<file path="config.mk">
export PLATFORM = sky130hd
export DESIGN_NAME = config_chain_loader
export DESIGN_NICKNAME = d
export VERILOG_FILES = /design/src/rtl/config_chain_loader.sv
export SDC_FILE = /design/constraint.sdc
export NUM_CORES = 1
export LEC_CHECK = 0
export ABC_AREA = 1
export CAP_MARGIN = 20
export CORE_MARGIN = 3
export CORE_UTILIZATION = 55
export DETAILED_ROUTE_END_ITERATION = 10
export PLACE_DENSITY = 0.84
export SLEW_MARGIN = 20
export SYNTH_ARGS = -nofsm -noshare
export SYNTH_HDL_FRONTEND = slang
export SYNTH_SLANG_ARGS = --single-unit
</file>
<file path="constraint.sdc">
create_clock -name prog_clk -period 5.13 [get_ports prog_clk]
set_input_delay 1.026 -clock prog_clk [delete_from_list [all_inputs] [get_ports prog_clk]]
set_output_delay 1.026 -clock prog_clk [all_outputs]
set_load 0.05 [all_outputs]
</file>
<file path="src/rtl/config_chain_loader.sv">
// Byte-stream front end for the fabric ccff configuration chain.
// Serialises bytes MSB-first into the chain head and checks an XOR trailer.
module config_chain_loader #(
  parameter int CHAIN_LEN = 12,
  parameter int CNT_W     = $clog2(CHAIN_LEN + 1)
) (
  input  logic       prog_clk,
  input  logic       prog_reset_n,
  input  logic       start,
  input  logic       abort,
  input  logic [7:0] s_data,
  input  logic       s_valid,
  output logic       s_ready,
  output logic       ccff_head,
  output logic       ccff_shift_en,
  output logic       busy,
  output logic       cfg_done,
  output logic       cfg_error
);

  localparam logic [2:0] S_IDLE  = 3'd0;
  localparam logic [2:0] S_LOAD  = 3'd1;
  localparam logic [2:0] S_CHECK = 3'd2;
  localparam logic [2:0] S_DONE  = 3'd3;
  localparam logic [2:0] S_ERR   = 3'd4;

  logic [2:0]       state_q, state_d;
  logic [7:0]       sreg_q, sreg_d;
  logic [3:0]       rem_q, rem_d;
  logic [CNT_W-1:0] cnt_q, cnt_d;
  logic [7:0]       acc_q, acc_d;
  logic             done_q, done_d;
  logic             err_q, err_d;

  logic in_load, in_check, shift, hs, last;
  logic [3:0] rem_new;
  int owed, left;

  always_comb begin
    in_load  = (state_q == S_LOAD);
    in_check = (state_q == S_CHECK);
    owed     = CHAIN_LEN - int'(cnt_q);
    // bits not yet committed to the serialiser
    left     = owed - int'(rem_q);
    rem_new  = (left >= 8) ? 4'd8 : 4'(left);
    shift    = in_load && (rem_q != 4'd0);
    last     = shift && (cnt_q == CNT_W'(CHAIN_LEN - 1));
    s_ready  = in_check ||
               (in_load && (rem_q <= 4'd1) && (left > 0));
    hs       = s_valid && s_ready;

    state_d = state_q;
    sreg_d  = sreg_q;
    rem_d   = rem_q;
    cnt_d   = cnt_q;
    acc_d   = acc_q;
    done_d  = done_q;
    err_d   = err_q;

    if (abort && (in_load || in_check)) begin
      state_d = S_IDLE;
      sreg_d  = 8'd0;
      rem_d   = 4'd0;
      cnt_d   = '0;
    end else begin
      case (state_q)
        S_LOAD: begin
          if (shift) begin
            sreg_d = {sreg_q[6:0], 1'b0};
            rem_d  = rem_q - 4'd1;
            cnt_d  = cnt_q + CNT_W'(1);
          end
          if (hs) begin
            sreg_d = s_data;
            rem_d  = rem_new;
            acc_d  = acc_q ^ s_data;
          end
          if (last) state_d = S_CHECK;
        end
        S_CHECK: begin
          if (hs) begin
            done_d  = (s_data == acc_q);
            err_d   = (s_data != acc_q);
            state_d = (s_data == acc_q) ? S_DONE : S_ERR;
          end
        end
        default: begin
          if (start) begin
            state_d = S_LOAD;
            sreg_d  = 8'd0;
            rem_d   = 4'd0;
            cnt_d   = '0;
            acc_d   = 8'd0;
            done_d  = 1'b0;
            err_d   = 1'b0;
          end
        end
      endcase
    end
  end

  always_ff @(posedge prog_clk or negedge prog_reset_n) begin
    if (!prog_reset_n) begin
      state_q <= S_IDLE;
      sreg_q  <= 8'd0;
      rem_q   <= 4'd0;
      cnt_q   <= '0;
      acc_q   <= 8'd0;
      done_q  <= 1'b0;
      err_q   <= 1'b0;
    end else begin
      state_q <= state_d;
      sreg_q  <= sreg_d;
      rem_q   <= rem_d;
      cnt_q   <= cnt_d;
      acc_q   <= acc_d;
      done_q  <= done_d;
      err_q   <= err_d;
    end
  end

  assign ccff_shift_en = shift;
  assign ccff_head     = shift & sreg_q[7];
  assign busy          = in_load || in_check;
  assign cfg_done      = done_q;
  assign cfg_error     = err_q;

endmodule

</file>
==> metrics, run 1 <==
GPL Wtd Cong=0.883; minimum clock period=4200 ps; Post-CTS Hold Buffers=0; CP bufs+invs=2; Placed Instances=328; complex-gate fraction of the synthesized area=0.0829; largest net degree at the start of global routing=30; main area contributors after synthesis=dfrtp_1 (37%), nand2_1 (14%), nand3_1 (10%); share of the synthesized area in the top cell type=0.367; die width=66.0 um; Synth cell types=32; Top cell by count, worst path=nand2_1; Total Power=1.32 mW; Startpoint Class=flop; RSZ-0062 raised after global routing=no; antenna violations before repair=0; leakage power total=1.14 nW; final-report setup violation count=0; max-cap viol count=0; crit-path cells=inv_1 > ha_1 > xor2_1 > ha_1 > nand3_1 > nand2_1 > nand2_1 > nand2_1 > nand2_1 > nor2_1 > nand2_1 > nand2_2 > clkdlybuf4s50_1; post-layout net count=311; CTS tree=built; grt total ovfl=0; fill cell count=296; reg2reg start=cnt_q[0]$_DFFE_PN0P_; global-route wire length before repair=7420 um; area leader, netlist=dfrtp_1; setup TNS=0 ps; Fin Hold WS=516 ps; vias in the first global route=1,704; mux cell area share after synthesis=0; setup bufs post-CTS=0; VDD IR-drop max=0.412 mV; commonest cells after routing, fill and taps aside=nand2_1 (75), nand3_1 (40), inv_1 (31); Synth Warn #=0; critical path data arrival time=3180 ps; CP startpoint=cnt_q[0]$_DFFE_PN0P_; crit path to=s_ready; Fin Clk Skew=13.7 ps; Worst Path Required=4100 ps; buffers added on ports=18; Post-Synth XOR/XNOR Area=0.0620; area grow syn2layout=13.7%; Synth Area in Adders=0.0608; crit-path max FO=14; commonest non-fill, non-tap cell in the layout=nand2_1; share of layout cells above drive strength 1=0.0862; antenna diode count=0; CTS root buffer=clkbuf_4; Setup Crit Path Kind=flop to primary output; Crit path max-delay family=buffers and inverters; Syn Nets=292; Final Hold Viols=0; GR Util All Layers=0.224; Pwr Density=586 nW/um2; post-DR wirelength/cell=12.7 um; drt pass-1 iters=4; sequential fraction of the synthesis area=0.367; Slew headroom=0.616; via count=1,788; Seq cells post-synth=29; Sink Count=29; H-tree lvl count=2; Final Max Tran Viols=0; largest family of logic cells by synthesized area=simple AND/OR/NAND/NOR gates; CTS Buf Count=5; run status=finished clean; part of the cycle the worst path needs=0.820; Worst-path clk slew=110 ps; Post-Syn Area=1980 um2; clock buffer depth=2; die area=4350 um2; Core ar.=3390 um2; clk_lat worst skew=340 ps; Worst Setup End Kind=primary output; final wirelength=4260 um; crit-path max cell delay=860 ps; r2r worst-path depth=17; syn_area_per_cell=7.32 um2; I/O pins=19; Reg2Reg Setup Slack=2220 ps; # resized after CTS=0; Synth Area in Simple Gates=0.343; Slew @ Worst Pin=571 ps; Crit-path slowest cell=clkdlybuf4s50_1; DR iter-0 viols=147; Finished Layout Cells=336; Hold Path Class=flop to flop; Finished Core Util=0.663; chip height=66.0 um; DRC=0; HPWL after detailed placement=3080 um; WP depth=13; Initial Utilization=0.583; num rows=21; Fmax=238 MHz; Crit Reg-Reg Endpoint=acc_q[6]$_DFFE_PN0P_; drt via density=5.32; post-route ant nets=0; Gate Count Post-Synth=270
-- through the flow --
| stage | area, um2 | setup slack, ps |
|---|---|---|
| 2_1_floorplan | 1980 | 2100 |
| 5_1_grt | 2250 | 689 |
| 3_3_place_gp | 2190 | 1380 |
| 4_1_cts | 2250 | 921 |
| 6_report | 2250 | 926 |
| 3_5_place_dp | 2190 | 1300 |
-- state kept, by name, indices dropped and copies added (netlist names) --
register	count
cfg_done	1
sreg_q	8
cfg_error	1
rem_q	4
cnt_q	4
acc_q	8
state_q	3
-- synthesized netlist by cell type, drive strengths merged --
cell type and instances:
a211oi 1, a21oi 3, and2 1, and3 1, buf 5, clkbuf 2, dfrtp 29, fa 1
ha 8, inv 35, nand2 80, nand3 42, nand4 3, nor2 15, nor3 3, nor4 1
o211ai 1, o21a 1, o21ai 20, o31ai 2, or2 2, xnor2 5, xor2 9
-- per-layer routing --
layer	track usage	routed length, um	vias to the layer above
met4	0.109	66	0
met5	0	0	-
met1	0.301	1970	834
met3	0.0510	218	5
met2	0.340	2010	42
li1	-	-	907
-- power breakdown --
group	leakage [nW]	internal [mW]	switching, mW
clock network	0.0234	0.0529	0.0895
registers	0.392	0.290	0.0449
logic	0.720	0.272	0.568
-- final cells by class --
| cell class | count | area, um2 | area share |
|---|---|---|---|
| clock buffer | 5 | 37.5 | 0.0167 |
| sequential | 29 | 726 | 0.323 |
| tap | 46 | 57.6 | 0.0256 |
| inverter | 35 | 131 | 0.0585 |
| timing repair buffer | 19 | 188 | 0.0835 |
| multi-input combinational | 199 | 1080 | 0.483 |
| clock inverter | 3 | 22.5 | 0.0100 |
-- worst reg2reg max path: cells and delay by family, from the launching register on --
kind            cells  cell delay, ps
simple gates       11            1370
fa+ha+maj           2             760
flops               1             380
buf+inv             3             240
compound gates      1             100
-- how the worst min path moves through the flow --
stage,start,end,slack [ps],cells past startpoint
6_report,sreg_q[7]$_DFFE_PN0P_,sreg_q[7]$_DFFE_PN0P_,520,2
3_5_place_dp,sreg_q[7]$_DFFE_PN0P_,sreg_q[7]$_DFFE_PN0P_,500,2
5_1_grt,sreg_q[5]$_DFFE_PN0P_,sreg_q[5]$_DFFE_PN0P_,540,2
2_1_floorplan,sreg_q[7]$_DFFE_PN0P_,sreg_q[7]$_DFFE_PN0P_,470,2
3_3_place_gp,sreg_q[7]$_DFFE_PN0P_,sreg_q[7]$_DFFE_PN0P_,490,2
4_1_cts,sreg_q[7]$_DFFE_PN0P_,sreg_q[7]$_DFFE_PN0P_,520,2
-- cell families after synthesis --
kind of cell             after synthesis
AO/OA/AOI/OAI                         28
XOR/XNOR                              14
adder cells (fa/ha/maj)                9
buffers and inverters                 42
flip-flops                            29
AND/OR/NAND/NOR                      148
Note: power is estimated with default switching activity, not from simulation.
==> inputs of run 2 (changes only) <==
Settings changed: CORE_UTILIZATION 55 to 51, PLACE_DENSITY 0.84 to 0.82.
Clock period 5.13 ns to 3.8 ns, I/O delays scaled along.
==> run 2 against run 1 <==
Against the previous run:
- critical path depth stayed put
- routed wire length is 0.73% lower
- core utilization is 1.4 points lower
- via count is 2.7% lower
- sequential power is 35% higher
- register-to-register slack worse by 1400 ps
- global-route usage is 2.4 points lower
- non-clock buffer count stayed put
- setup slack worse by 400 ps
- combinational power is 35% higher
- total power is 41% higher
- critical path type unchanged
- critical endpoint unchanged
- largest cell class unchanged
- largest power group unchanged
==> metrics, run 2 (synthesis results as in run 1) <==
sw power=938 uW; die width=68.3 um; DR iter-0 viols=101; Worst-path clk slew=60 ps; Reg2Reg Setup Slack=850 ps; Sw Ratio=0.505; footprint of the multi-input gates=1080 um2; commonest cells after routing, fill and taps aside=nand2_1 (75), nand3_1 (40), inv_1 (31); Comb power frac=0.606; r2r worst-path depth=17; post-DR wirelength/cell=12.6 um; Final Max Tran Viols=0; sequential share of power=0.243; VDD IR-drop max=0.517 mV; Fmax=305 MHz; final wirelength=4230 um; Placed Instances=328; GPL Wtd Cong=0.862; CTS Buf Count=5; largest net degree at the start of global routing=30; Slew @ Worst Pin=581 ps; antenna violations before repair=0; commonest non-fill, non-tap cell in the layout=nand2_1; I/O pins=19; drt via density=5.18; setup TNS=0 ps; Sink Count=29; antenna diode count=0; Top cell by count, worst path=nand2_1; Fin Hold WS=509 ps; Post-CTS Hold Buffers=0; part of the cycle the worst path needs=0.862; crit-path max cell delay=360 ps; Fin Clk Skew=8.93 ps; Total Power=1.86 mW; Worst Path Required=3040 ps; H-tree lvl count=2; Crit Reg-Reg Endpoint=acc_q[1]$_DFFE_PN0P_; clock buffer depth=2; reg2reg start=cnt_q[0]$_DFFE_PN0P_; run status=finished clean; minimum clock period=3280 ps; Slew headroom=0.609; DRC=0; Internal Power=920 uW; clk_lat worst skew=290 ps; via count=1,739; CTS root buffer=clkbuf_8; final-report setup violation count=0; HPWL after detailed placement=3090 um; die area=4660 um2; area grow syn2layout=15.6%; chip height=68.3 um; Pwr Density=813 nW/um2; share of layout cells above drive strength 1=0.0897; grt total ovfl=0; FF/Latch Area=726 um2; CP startpoint=cnt_q[0]$_DFFE_PN0P_; post-layout net count=311; leakage power total=1.17 nW; Setup Crit Path Kind=flop to primary output; Crit-path slowest cell=dfrtp_1; CTS tree=built; Final Hold Viols=0; buffers added on ports=18; crit-path max FO=14; setup bufs post-CTS=0; RSZ-0062 raised after global routing=no; Hold Path Class=flop to flop; drt pass-1 iters=4; Startpoint Class=flop; crit path to=s_ready; Finished Layout Cells=336; max-cap viol count=0; crit-path cells=inv_1 > ha_1 > xor2_1 > ha_1 > a21oi_1 > nand2_1 > nand2_1 > nand2_1 > nand2_1 > nor2_1 > nand2_1 > nand2_2 > buf_4; biggest regs=acc_q x8, sreg_q x8; critical path data arrival time=2520 ps; GR Util All Layers=0.200; post-route ant nets=0; vias in the first global route=1,543; Clock Power Share=0.151; num rows=21; # resized after CTS=0; fill cell count=317; Initial Utilization=0.561; Core ar.=3520 um2; Worst Setup End Kind=primary output; global-route wire length before repair=6760 um
-- run 2: worst max-delay path, delay by kind of cell (launching register included) --
kind | cells | cell delay, ps
XOR/XNOR | 1 | 150
AND/OR/NAND/NOR | 7 | 580
flip-flops | 1 | 360
buffers and inverters | 2 | 350
AO/OA/AOI/OAI | 1 | 220
adder cells (fa/ha/maj) | 2 | 560
-- run 2: per-stage QoR --
step | area (um2) | setup slack [ps] | utilization
after global placement | 2180 | 914 | 0.620
after detailed placement | 2180 | 821 | 0.620
final | 2290 | 523 | 0.649
after global routing | 2290 | 267 | 0.649
after CTS | 2290 | 517 | 0.649
after floorplan | 1980 | 1030 | -
-- run 2: cell type report --
type | count | share of cell area
sequential | 29 | 0.317
timing repair buffer | 19 | 0.0810
inverter | 35 | 0.0575
tap | 46 | 0.0252
multi-input combinational | 199 | 0.475
clock inverter | 1 | 0.00219
clock buffer | 7 | 0.0421
-- run 2: worst min-delay path by stage --
stage	to	cells past startpoint	start
floorplan	acc_q[0]$_DFFE_PN0P_	0	prog_reset_n
global placement	sreg_q[7]$_DFFE_PN0P_	2	sreg_q[7]$_DFFE_PN0P_
detailed placement	sreg_q[3]$_DFFE_PN0P_	2	sreg_q[3]$_DFFE_PN0P_
CTS	sreg_q[3]$_DFFE_PN0P_	2	sreg_q[3]$_DFFE_PN0P_
global route	acc_q[7]$_DFFE_PN0P_	2	acc_q[7]$_DFFE_PN0P_
finish	sreg_q[7]$_DFFE_PN0P_	2	sreg_q[7]$_DFFE_PN0P_
-- run 2: per-layer routing --
metal	share of wire	global-route usage	up-vias	routed length (um)
li1	-	-	901	-
met1	0.49	0.269	797	2050
met2	0.44	0.300	33	1870
met3	0.051	0.0558	8	216
met4	0.022	0.0868	0	91
met5	0	0	-	0
-- run 2: power by group through the flow --
stage / sequential, mW / combinational (mW) / clock [mW]
floorplan: 0.465 / 0.882 / 0
global placement: 0.454 / 1.10 / 0
detailed placement: 0.458 / 1.12 / 0
CTS: 0.453 / 1.12 / 0.285
global route: 0.460 / 1.27 / 0.301
finish: 0.452 / 1.13 / 0.280
==> inputs of run 3 (changes only) <==
Settings changed: CORE_ASPECT_RATIO set to 1.5.
==> run 3 against run 2 <==
Against the previous run:
- clock skew down 3.9 ps
- non-clock buffer count is the same
- count of clock-buffer cells in the layout fell by 2
- register-to-register slack better by 60 ps
- via count grew 3.3%
- combinational power about the same
- sequential cell count did not move
- design area shrank 0.82%
==> metrics, run 3 (synthesis results as in run 1) <==
post-layout net count=311; minimum clock period=3270 ps; part of the cycle the worst path needs=0.861; Final Hold Viols=0; Core ar.=3720 um2; post-route ant nets=0; Worst-path clk slew=60 ps; biggest regs=acc_q x8, sreg_q x8; DR iter-0 viols=72; GR Util All Layers=0.199; clk_lat worst skew=290 ps; met1 WL=1770 um; H-tree lvl count=2; area grow syn2layout=14.7%; Fmax=306 MHz; Sink Count=29; commonest cells after routing, fill and taps aside=nand2_1 (75), nand3_1 (40), inv_1 (31); antenna violations before repair=0; Slew headroom=0.602; DRC=0; RSZ-0062 raised after global routing=no; antenna diode count=0; Min-Delay Startpoint=sreg_q[5]$_DFFE_PN0P_; crit-path max FO=14; grt total ovfl=0; Pwr Density=805 nW/um2; global-route wire length before repair=7220 um; share of layout cells above drive strength 1=0.0897; worst hold endpoint=sreg_q[5]$_DFFE_PN0P_; crit-path max cell delay=390 ps; via count=1,796; final wirelength=4190 um; Reg2Reg Setup Slack=910 ps; setup TNS=0 ps; largest net degree at the start of global routing=30; Post-CTS Hold Buffers=0; Initial Utilization=0.532; buffers added on ports=18; I/O pins=19; Final Max Tran Viols=0; Fin Clk Skew=5.04 ps; met3 routed WL=132 um; die area=4670 um2; Detail Route met2 WL=2170 um; reg2reg start=cnt_q[0]$_DFFE_PN0P_; die width=56.8 um; max-cap viol count=0; GPL Wtd Cong=0.875; Worst Setup End Kind=primary output; r2r worst-path depth=17; Top cell by count, worst path=nand2_1; chip height=82.3 um; Hold Path Class=flop to flop; critical path data arrival time=2510 ps; final setup margin=530 ps; highest routed layer=met4; Fin Hold WS=509 ps; HPWL after detailed placement=3150 um; DP Worst Slack=858 ps; drt via density=5.39; clock buffer depth=2; Crit Reg-Reg Endpoint=acc_q[0]$_DFFE_PN0P_; vias in the first global route=1,694; VDD IR-drop max=0.599 mV; CTS Buf Count=5; leakage power total=1.16 nW; Crit-path slowest cell=dfrtp_1; commonest non-fill, non-tap cell in the layout=nand2_1; setup bufs post-CTS=0; CTS root buffer=clkbuf_8; Startpoint Class=flop; drt pass-1 iters=4; Setup Crit Path Kind=flop to primary output; CTS tree=built; run status=finished clean; Total Power=1.83 mW; hold depth=2; post-DR wirelength/cell=12.6 um; final-report setup violation count=0; Worst Path Required=3040 ps; # resized after CTS=0; crit-path cells=inv_1 > ha_1 > xor2_1 > ha_1 > a21oi_1 > nand2_1 > nand2_1 > nand2_1 > nand2_1 > nor2_1 > nand2_1 > nand2_2 > buf_4; Slew @ Worst Pin=592 ps; num rows=27
[run 3: cell count changes in the layout (fill, tap and decap cells not counted)]
cell        delta
clkbuf_8       -2
clkinv_2       +1
clkinvlp_4     +1
[run 3: power breakdown]
| group | internal (mW) | switching (mW) |
|---|---|---|
| registers | 0.393 | 0.0593 |
| logic | 0.365 | 0.762 |
| clock network | 0.126 | 0.121 |
| total | 0.884 | 0.942 |
[run 3: area by class of cell]
cell class | count | area [um2]
flip-flops and latches | 29 | 726
multi-input cells | 199 | 1080
clock inverters | 3 | 17.5
fillers | 339 | 1450
well taps | 43 | 53.8
inverters | 35 | 131
repair buffers | 19 | 185
clock buffers | 5 | 68.8
[run 3: layer usage]
layer  global-route usage  vias up
met5                    0        -
met4               0.0974        0
met3               0.0389        8
met2                0.363       37
met1                0.219      844
li1                     -      907
[run 3: per-stage QoR]
step            util  std cells  cell area, um2
3_3_place_gp   0.587        325            2180
3_5_place_dp   0.587        325            2180
4_1_cts        0.610        333            2270
2_1_floorplan      -        270            1980
5_1_grt        0.610        333            2270
6_report       0.610        333            2270
[run 3: critical path, delay by kind of cell (launching register included)]
family,cells,cell delay (ps)
AND/OR/NAND/NOR,7,590
XOR/XNOR,1,160
flip-flops,1,390
adder cells (fa/ha/maj),2,490
AO/OA/AOI/OAI,1,210
buffers and inverters,2,390
[run 3: worst max path at each step]
stage | end | start | slack [ps]
2_1_floorplan | s_ready | cnt_q[0]$_DFFE_PN0P_ | 1030
3_3_place_gp | s_ready | cnt_q[0]$_DFFE_PN0P_ | 910
3_5_place_dp | s_ready | cnt_q[0]$_DFFE_PN0P_ | 860
4_1_cts | s_ready | cnt_q[0]$_DFFE_PN0P_ | 540
5_1_grt | s_ready | cnt_q[0]$_DFFE_PN0P_ | 270
6_report | s_ready | cnt_q[0]$_DFFE_PN0P_ | 530
